### config.mk
export PLATFORM = sky130hd
export DESIGN_NAME = pipe_hazard_ctrl
export DESIGN_NICKNAME = d
export VERILOG_FILES = /design/src/rtl/pipe_hazard_ctrl.sv
export SDC_FILE = /design/constraint.sdc
export NUM_CORES = 1
export LEC_CHECK = 0
export CAP_MARGIN = 20
export CORE_AREA = 2 2 113 115
export CTS_BUF_LIST = sky130_fd_sc_hd__clkbuf_8
export CTS_CLUSTER_SIZE = 40
export DETAILED_ROUTE_END_ITERATION = 16
export DIE_AREA = 0 0 115 117
export GPL_TIMING_DRIVEN = 0
export PLACE_DENSITY_LB_ADDON = 0.3
export SETUP_SLACK_MARGIN = 0.4
export SLEW_MARGIN = 15
export SYNTH_ARGS = -nofsm -noshare
export SYNTH_HDL_FRONTEND = slang
export SYNTH_SLANG_ARGS = --single-unit
### constraint.sdc
create_clock -name clk -period 5.8 [get_ports clk]
set_clock_uncertainty 0.1 [all_clocks]
set_input_delay 1.16 -clock clk [delete_from_list [all_inputs] [get_ports clk]]
set_output_delay 1.16 -clock clk [all_outputs]
set_load 0.01 [all_outputs]
### src/rtl/pipe_hazard_ctrl.sv
// ---------------------------------------------------------------------------
// pipe_hazard_ctrl
//   Central stall/flush sequencer for the front pipeline. Works out, each
//   cycle, whether the IF/ID and ID/EX stage registers hold or bubble, and
//   issues a one-cycle PC redirect to fetch after a taken branch/jump or a
//   trap. It handles load-use hazards, data-memory waits (with a sticky
//   watchdog), branch/jump redirects and trap redirects.
//
//   Priority per cycle: trap_en > bj_en > dmem_busy > load-use > !imem_ready.
//
//   Optional feature macro: PIPE_HAZARD_PERF_EN
//     defined   -> 32-bit wrapping stall/flush cycle counters on perf_*.
//     undefined -> no counter flops, perf_* tied to 0.
//
// Parameters
//   XLEN          width of PC / redirect target
//   FLUSH_CYCLES  cycles clear_* are held after a redirect, trigger included (1..15)
//   WDOG_CYCLES   dmem wait cycles before wdog_err sets (1..65535)
//
// Ports
//   clk, rst                 core clock, synchronous active-high reset
//   id_rs1/id_rs2            ID-stage source registers
//   id_rs_valid              [0] rs1 used, [1] rs2 used
//   ex_is_load, ex_rd        EX-stage load flag and destination register
//   bj_en, bj_pc             taken branch/jump and its target
//   trap_en, trap_pc         trap/exception/mret and its target
//   imem_ready               fetch data valid this cycle
//   dmem_busy                data memory still working; hold the pipeline
//   stall_if                 hold PC
//   stall_if_id/clear_if_id  hold / bubble the IF/ID register
//   stall_id_ex/clear_id_ex  hold / bubble the ID/EX register
//   redirect_en/redirect_pc  one-cycle PC load request and target
//   wdog_err                 sticky dmem watchdog error
//   perf_stall/perf_flush    performance counters (see macro above)
//   dbg_state                current FSM state (0 RUN, 1 MEM_WAIT, 2 FLUSH)
//
// Handshake: there is no valid/ready pair here; redirect_en is a single-cycle
// request that fetch must accept unconditionally in the cycle it is high.
// ---------------------------------------------------------------------------
module pipe_hazard_ctrl #(
  parameter int XLEN         = 64,
  parameter int FLUSH_CYCLES = 1,
  parameter int WDOG_CYCLES  = 255
) (
  input  logic            clk,
  input  logic            rst,
  input  logic [4:0]      id_rs1,
  input  logic [4:0]      id_rs2,
  input  logic [1:0]      id_rs_valid,
  input  logic            ex_is_load,
  input  logic [4:0]      ex_rd,
  input  logic            bj_en,
  input  logic [XLEN-1:0] bj_pc,
  input  logic            trap_en,
  input  logic [XLEN-1:0] trap_pc,
  input  logic            imem_ready,
  input  logic            dmem_busy,
  output logic            stall_if,
  output logic            stall_if_id,
  output logic            clear_if_id,
  output logic            stall_id_ex,
  output logic            clear_id_ex,
  output logic            redirect_en,
  output logic [XLEN-1:0] redirect_pc,
  output logic            wdog_err,
  output logic [31:0]     perf_stall,
  output logic [31:0]     perf_flush,
  output logic [1:0]      dbg_state
);

  typedef enum logic [1:0] {
    S_RUN      = 2'd0,
    S_MEM_WAIT = 2'd1,
    S_FLUSH    = 2'd2
  } state_e;

  // Cycles still to spend in FLUSH after the trigger cycle.
  localparam logic [3:0]  FLUSH_LOAD  = 4'(FLUSH_CYCLES - 1);
  localparam bit          MULTI_FLUSH = (FLUSH_CYCLES > 1);
  localparam logic [15:0] WDOG_LIM    = 16'(WDOG_CYCLES);

  state_e            state_q, state_d;
  logic [3:0]        flush_cnt_q, flush_cnt_d;
  logic [15:0]       wait_cnt_q, wait_cnt_d;
  logic [15:0]       wait_inc;
  logic              redir_en_q, redir_en_d;
  logic [XLEN-1:0]   redir_pc_q, redir_pc_d;
  logic              wdog_q, wdog_d;
  logic              load_use;
  logic              take_redirect;

  assign load_use = ex_is_load && (ex_rd != 5'd0) &&
                    ((id_rs_valid[0] && (id_rs1 == ex_rd)) ||
                     (id_rs_valid[1] && (id_rs2 == ex_rd)));

  // A branch/jump seen while flushing belongs to the wrong path.
  assign take_redirect = trap_en || (bj_en && (state_q != S_FLUSH));

  // Saturating so a very long wait never wraps back under the limit.
  assign wait_inc = (wait_cnt_q == 16'hFFFF) ? wait_cnt_q : (wait_cnt_q + 16'd1);

  always_comb begin
    state_d     = state_q;
    flush_cnt_d = flush_cnt_q;
    wait_cnt_d  = '0;
    redir_en_d  = 1'b0;
    redir_pc_d  = redir_pc_q;
    wdog_d      = wdog_q;
    stall_if    = 1'b0;
    stall_if_id = 1'b0;
    clear_if_id = 1'b0;
    stall_id_ex = 1'b0;
    clear_id_ex = 1'b0;

    if (rst) begin
      // Bubble both stage registers while in reset; the flops reset on the edge.
      clear_if_id = 1'b1;
      clear_id_ex = 1'b1;
    end else if (take_redirect) begin
      clear_if_id = 1'b1;
      clear_id_ex = 1'b1;
      redir_en_d  = 1'b1;
      redir_pc_d  = trap_en ? trap_pc : bj_pc;
      if (MULTI_FLUSH) begin
        state_d     = S_FLUSH;
        flush_cnt_d = FLUSH_LOAD;
      end else begin
        state_d     = S_RUN;
        flush_cnt_d = '0;
      end
    end else if (state_q == S_FLUSH) begin
      // dmem_busy is not honoured here: clears win over stalls while flushing.
      clear_if_id = 1'b1;
      clear_id_ex = 1'b1;
      if (flush_cnt_q <= 4'd1) begin
        state_d     = S_RUN;
        flush_cnt_d = '0;
      end else begin
        flush_cnt_d = flush_cnt_q - 4'd1;
      end
    end else if (dmem_busy) begin
      stall_if    = 1'b1;
      stall_if_id = 1'b1;
      stall_id_ex = 1'b1;
      state_d     = S_MEM_WAIT;
      wait_cnt_d  = wait_inc;
      if (wait_inc >= WDOG_LIM) begin
        wdog_d = 1'b1;
      end
    end else begin
      // RUN, or the MEM_WAIT exit cycle, in which the pipeline advances as in RUN.
      state_d = S_RUN;
      if (load_use) begin
        stall_if    = 1'b1;
        stall_if_id = 1'b1;
        clear_id_ex = 1'b1;
      end else if (!imem_ready) begin
        stall_if    = 1'b1;
        clear_if_id = 1'b1;
      end
    end
  end

  always_ff @(posedge clk) begin
    if (rst) begin
      state_q     <= S_RUN;
      flush_cnt_q <= '0;
      wait_cnt_q  <= '0;
      redir_en_q  <= 1'b0;
      redir_pc_q  <= '0;
      wdog_q      <= 1'b0;
    end else begin
      state_q     <= state_d;
      flush_cnt_q <= flush_cnt_d;
      wait_cnt_q  <= wait_cnt_d;
      redir_en_q  <= redir_en_d;
      redir_pc_q  <= redir_pc_d;
      wdog_q      <= wdog_d;
    end
  end

  // Gated by rst so a redirect pending from the cycle before reset is dropped.
  assign redirect_en = redir_en_q && !rst;
  assign redirect_pc = redir_pc_q;
  assign wdog_err    = wdog_q;
  assign dbg_state   = state_q;

`ifdef PIPE_HAZARD_PERF_EN
  logic [31:0] perf_stall_q, perf_flush_q;

  always_ff @(posedge clk) begin
    if (rst) begin
      perf_stall_q <= '0;
      perf_flush_q <= '0;
    end else begin
      if (stall_if || stall_if_id || stall_id_ex) begin
        perf_stall_q <= perf_stall_q + 32'd1;
      end
      if (clear_if_id) begin
        perf_flush_q <= perf_flush_q + 32'd1;
      end
    end
  end

  assign perf_stall = perf_stall_q;
  assign perf_flush = perf_flush_q;
`else
  assign perf_stall = '0;
  assign perf_flush = '0;
`endif

endmodule

# ---- Yosys cells after proc, flatten, opt, wreduce, memory -nomap -nowiden
# Cells that the tools add are included.
dict set report totals {
  reg_bits 88
  inputBits 152
  out_inout_bits 137
}
dict set report classes {
  add_sub_neg 2
  n_lt_le_gt_ge 2
  n_eq_ne 6
  mux 31
  bitwise 3
  n_reduce_logical 13
}
# operator n
set ops {}
lappend ops {{$mux 64} 1}
lappend ops {{$mux 1} 26}
lappend ops {{$add 16x1->16 const B} 1}
lappend ops {{$eq 16x16->1 const B} 1}
lappend ops {{$ge 16x8->1 const B} 1}
lappend ops {{$mux 16} 1}
lappend ops {{$eq 5x5->1} 2}
lappend ops {{$logic_and 1x1->1} 6}
lappend ops {{$reduce_bool 5->1} 1}
lappend ops {{$le 4x1->1 const B} 1}
lappend ops {{$mux 2} 2}
lappend ops {{$mux 4} 1}
lappend ops {{$reduce_and 4->1} 1}
lappend ops {{$reduce_or 4->1} 1}
lappend ops {{$sub 4x1->4 const B} 1}
lappend ops {{$not 1->1} 3}
lappend ops {{$eq 2x2->1 const B} 1}
lappend ops {{$logic_or 1x1->1} 2}
lappend ops {{$ne 2x1->1 const B} 1}
lappend ops {{$ne 2x2->1 const B} 1}
lappend ops {{$reduce_or 2->1} 1}
lappend ops {{$logic_not 1->1} 1}

# ---- Longest topological paths before layout
dict set report depth {
  depth_word 9
  ltp_mapped 8
  mapped_depth_nobuf 7
}

# ---- Worst setup path after synthesis
# OpenSTA, ideal clock, no wires.
dict set report synth_timing {
  path_type {input to output}
  startpoint {input port ex_rd[1]}
  endpoint {output port stall_if}
  t_arrival_ns 2.170
  path_slack_ns 2.370
  path_stages 4
  n_path_buf 0
  path_cell_list {or4_1 -> o211ai_1 -> nor2b_1 -> a21oi_1}
}
dict set report synth_between {
  elab_chain_cells 9
}
# element line
set synth_lines {}
lappend synth_lines {{from (decl)} 51} ;# input logic [4:0] ex_rd,
lappend synth_lines {{$eq 5x5->1 (on tied branches)} {93, 94}}
lappend synth_lines {{$logic_and 1x1->1 (on tied branches)} {93, 94}}
lappend synth_lines {{$logic_or 1x1->1} 93} ;# ((id_rs_valid[0] && (id_rs1 == ex_rd)) ||
lappend synth_lines {{$logic_and 1x1->1 *} 92} ;# assign load_use = ex_is_load && (ex_rd != 5'd0) &&
lappend synth_lines {{$mux 1 *} 153} ;# if (load_use) begin
lappend synth_lines {{$mux 1 *} 141} ;# end else if (dmem_busy) begin
lappend synth_lines {{$mux 1 *} 131} ;# end else if (state_q == S_FLUSH) begin
lappend synth_lines {{$mux 1 *} 119} ;# end else if (take_redirect) begin
lappend synth_lines {{$mux 1 *} 115} ;# if (rst) begin
lappend synth_lines {{to (decl)} 58} ;# output logic stall_if,
# Mark *: on every way between the ends. The rest lies on a longest branch, timed or not.

# ---- Final worst setup path
dict set report layout_timing {
  startpoint {input port ex_rd[1]}
  endpoint {output port clear_if_id}
}
dict set report layout_between {
  elab_chain_cells 9
}
# element line
set layout_lines {}
lappend layout_lines {{$eq 5x5->1 (on tied branches)} {93, 94}}
lappend layout_lines {{$logic_and 1x1->1 (on tied branches)} {93, 94}}
lappend layout_lines {{$logic_or 1x1->1} 93}
lappend layout_lines {{$logic_and 1x1->1 *} 92}
lappend layout_lines {{$mux 1 *} 153}
lappend layout_lines {{$mux 1 *} 141}
lappend layout_lines {{$mux 1 *} 131}
lappend layout_lines {{$mux 1 *} 119}
lappend layout_lines {{$mux 1 *} 115}
lappend layout_lines {{to (decl)} 60} ;# output logic clear_if_id,
# Marked as above.

==> reports/qor.json <==
{
  "ys.flop_type": {"value": "dfxtp_1"},
  "synthesis.area": {"value": 4640, "unit": "sq um"},
  "critical_path.startpoint_type": {"value": "input port"},
  "synth_seq_area_share": {"value": 35.8, "unit": "%"},
  "cp_data_arrival_time": {"value": 3210, "unit": "ps"},
  "detailed_place_hpwl": {"value": 11800, "unit": "um"},
  "power_density_of_the_placed_cells": {"value": 181, "unit": "nW/um^2"},
  "timing.hold.worst_endpoint": {"value": "wait_cnt_q[1]"},
  "core_footprint": {"value": 12300, "unit": "sq um"},
  "drcViolationCount": {"value": 0},
  "layout_min_cycle_time": {"value": 4470, "unit": "ps"},
  "dominant_cell_type_by_area_after_synthesis": {"value": "dfxtp_1"},
  "post_syn_instances": {"value": 564},
  "synth.avg_cell_area": {"value": 8.23, "unit": "sq um"},
  "clk_path_buf_depth": {"value": 2},
  "number_of_flops_mapped_to_enable_cells_by_yosys": {"value": 0},
  "detail_route.vias_per_cell": {"value": 4.49},
  "antenna_found_initial": {"value": 1},
  "leading_cell_type_in_the_layout_fill_and_taps_excluded": {"value": "clkdlybuf4s50_1"},
  "yosys.area.top_type_share": {"value": 35.8, "unit": "%"},
  "cts.sink_count": {"value": 83},
  "final-hold-violation-count": {"value": 0},
  "globalplace.congestion": {"value": 0.836},
  "cp_max_fo": {"value": 3},
  "routed-via-count": {"value": 4567},
  "worst_slew_pin_slew": {"value": 763, "unit": "ps"},
  "ctsRootBufferMaster": {"value": "clkbuf_8"},
  "wl": {"value": 14800, "unit": "um"},
  "timing.fmax": {"value": 224, "unit": "MHz"},
  "hold_start": {"value": "wait_cnt_q[1]"},
  "syn2layout_area_growth": {"value": 60.8, "unit": "%"},
  "io_buffer_count": {"value": 223},
  "timing.final.setup_violations": {"value": 0},
  "worstHoldPathCells": {"value": 2},
  "final_cell_mix": {"value": "clkdlybuf4s50_1, nor2_1, dfxtp_1, a21oi_1, buf_4"},
  "drtAntennaViolNets": {"value": 0},
  "cp-end-kind": {"value": "primary output"},
  "fill_cells": {"value": 1161},
  "maxCapViolCount": {"value": 0},
  "boundaryPins": {"value": 289},
  "layout-drive-gt1-share": {"value": 12.2, "unit": "%"},
  "power.ir.vdd_worst": {"value": 0.102, "unit": "mV"},
  "globalRoute.totalOverflow": {"value": 0},
  "synth.area.top_cells": {"value": "dfxtp_1, mux2i_1, nor2_1, buf_4, a21oi_1"},
  "tritoncts": {"value": "yes"},
  "number_of_rows_in_the_core_area": {"value": 41},
  "critical_path.reg2reg.startpoint": {"value": "wait_cnt_q[1]"},
  "cts_max_level": {"value": 3},
  "m1WireLength": {"value": 5980, "unit": "um"},
  "post_cts.repair.setup_buffers": {"value": 0},
  "initial_core_util": {"value": 37.7, "unit": "%"},
  "critical_path_required": {"value": 4540, "unit": "ps"},
  "wire_length_of_the_first_global_routing_pass": {"value": 21700, "unit": "um"},
  "routed-wl-met2": {"value": 7460, "unit": "um"},
  "status": {"value": "finished clean"},
  "detailedRoute.firstPassIterationCount": {"value": 4},
  "die_h": {"value": 117, "unit": "um"},
  "crit-reg2reg-capture": {"value": "wdog_err"},
  "postCtsHoldBufs": {"value": 0},
  "die_width": {"value": 115, "unit": "um"},
  "postSynthRegisterBits": {"value": 83},
  "timing.reg2reg.worst_path_depth": {"value": 8},
  "min_path_type": {"value": "flop to flop"},
  "worst_setup_hold_path_clk_slew": {"value": 80, "unit": "ps"},
  "synthDistinctLibCells": {"value": 53},
  "drt_iter0_drc": {"value": 190},
  "routedWlPerCell": {"value": 14.5, "unit": "um"},
  "die_area": {"value": 13500, "unit": "sq um"},
  "fin_setup_tns": {"value": 0, "unit": "ps"},
  "dr_wl_met3": {"value": 945, "unit": "um"},
  "insertion_delay": {"value": 360, "unit": "ps"},
  "synth_warnings": {"value": 0},
  "grt_start_max_net_pins": {"value": 13},
  "dpl-instance-area": {"value": 7300, "unit": "sq um"},
  "synth_async_sr_flop_share": {"value": 0, "unit": "%"},
  "via_count_of_the_first_global_routing_pass": {"value": 4227},
  "net_count_final": {"value": 1015},
  "global_route.usage.total": {"value": 20.8, "unit": "%"},
  "cellLeakagePower": {"value": 0.00329, "unit": "uW"},
  "rsz_0062_raised_after_global_routing": {"value": "false"},
  "cts-buffers-inserted": {"value": 9},
  "timing_max_transition_violations_final": {"value": 0},
  "relSlewSlack": {"value": 49.1, "unit": "%"},
  "min_period_over_period": {"value": 77.1, "unit": "%"},
  "post-route-cell-area": {"value": 7460, "unit": "sq um"},
  "critical_path_class": {"value": "input port to primary output"},
  "post_cts_sizing": {"value": 0},
  "r2r_slack": {"value": 3640, "unit": "ps"},
  "top_signal_layer_used": {"value": "met4"}
}
## power breakdown
group	switching, uW	leakage (uW)	internal, uW
combinational	146	0.00252	219
sequential	14.6	0.000684	600
clock	213	0.0000943	160
## cells in the mapped netlist (2+ instances only)
cell type,n
nor2_1,144
nand4_1,5
nor2b_1,2
dfxtp_1,83
o211ai_1,2
a21oi_1,70
xor2_1,8
nand3_2,2
clkbuf_1,16
nor3_1,5
o21ai_0,3
a31oi_1,2
and2_1,2
nand4b_1,2
or3_1,2
buf_1,7
xnor2_1,15
buf_2,7
nand3b_1,2
nor2_2,2
buf_6,4
buf_4,66
nand3_1,5
inv_1,5
mux2i_1,65
and3_1,2
nand2_1,10
## state kept, by name, summed over array words and instances (netlist names)
name / count
redirect_pc: 64
wait_cnt_q: 16
dbg_state: 1
redir_en_q: 1
wdog_err: 1
## through the flow
| stage | setup slack [ps] | total power, uW | instances | util [%] | hold slack (ps) |
|---|---|---|---|---|---|
| floorplan | 2370 | 798 | 628 | - | 374 |
| global placement | 1330 | 989 | 1001 | 59.3 | 398 |
| detailed placement | 1330 | 992 | 1001 | 59.3 | 406 |
| CTS | 1320 | 1360 | 1016 | 60.6 | 421 |
| global route | 1230 | 1420 | 1017 | 60.6 | 464 |
| finish | 1330 | 1350 | 1017 | 60.6 | 426 |
## routing by layer
| layer | track usage [%] | up-vias |
|---|---|---|
| li1 | - | 2358 |
| met1 | 24.6 | 2036 |
| met2 | 36.8 | 146 |
| met3 | 4.63 | 27 |
| met4 | 8.11 | 0 |
| met5 | 0 | - |
## worst max-delay path by stage
stage / from / end / slack (ps) / cells past startpoint
final: ex_rd[1] / clear_if_id / 1330 / 6
after global routing: ex_rd[1] / clear_if_id / 1230 / 6
after CTS: ex_rd[1] / clear_if_id / 1320 / 6
after detailed placement: ex_rd[1] / clear_if_id / 1330 / 6
after global placement: ex_rd[1] / clear_if_id / 1330 / 6
after floorplan: ex_rd[1] / stall_if / 2370 / 4
## critical path: stages
cell and delay, ps:
clkdlybuf4s50_1 480, or4_1 550, o211ai_1 230, nand2b_1 80, o21ai_1 150, clkdlybuf4s50_1 570
## cell type report
type | count | area (sq um) | share of cell area [%]
repair buffers | 223 | 2230 | 29.9
flip-flops and latches | 83 | 1660 | 22.3
plain buffers | 100 | 662 | 8.87
clock buffers | 10 | 138 | 1.84
diodes | 1 | 2.50 | 0.0335
well taps | 150 | 188 | 2.51
multi-input cells | 440 | 2540 | 34.0
inverters | 5 | 18.8 | 0.251
clock inverters | 5 | 22.5 | 0.302
## kinds of logic (layout without fill, tap and decap cells)
logic type               count (synthesis)  after routing  share of synthesized area, %
AND/OR/NAND/NOR                        199            199                          20.3
buffers and inverters                  105            343                          14.7
AO/OA/AOI/OAI                           87             87                          10.5
flip-flops                              83             83                          35.8
multiplexers                            65             65                          14.0
XOR/XNOR                                23             23                          4.34
adder cells (fa/ha/maj)                  1              1                         0.270
other                                    1             66                        0.0808
Power figures use the tool's default switching activity.
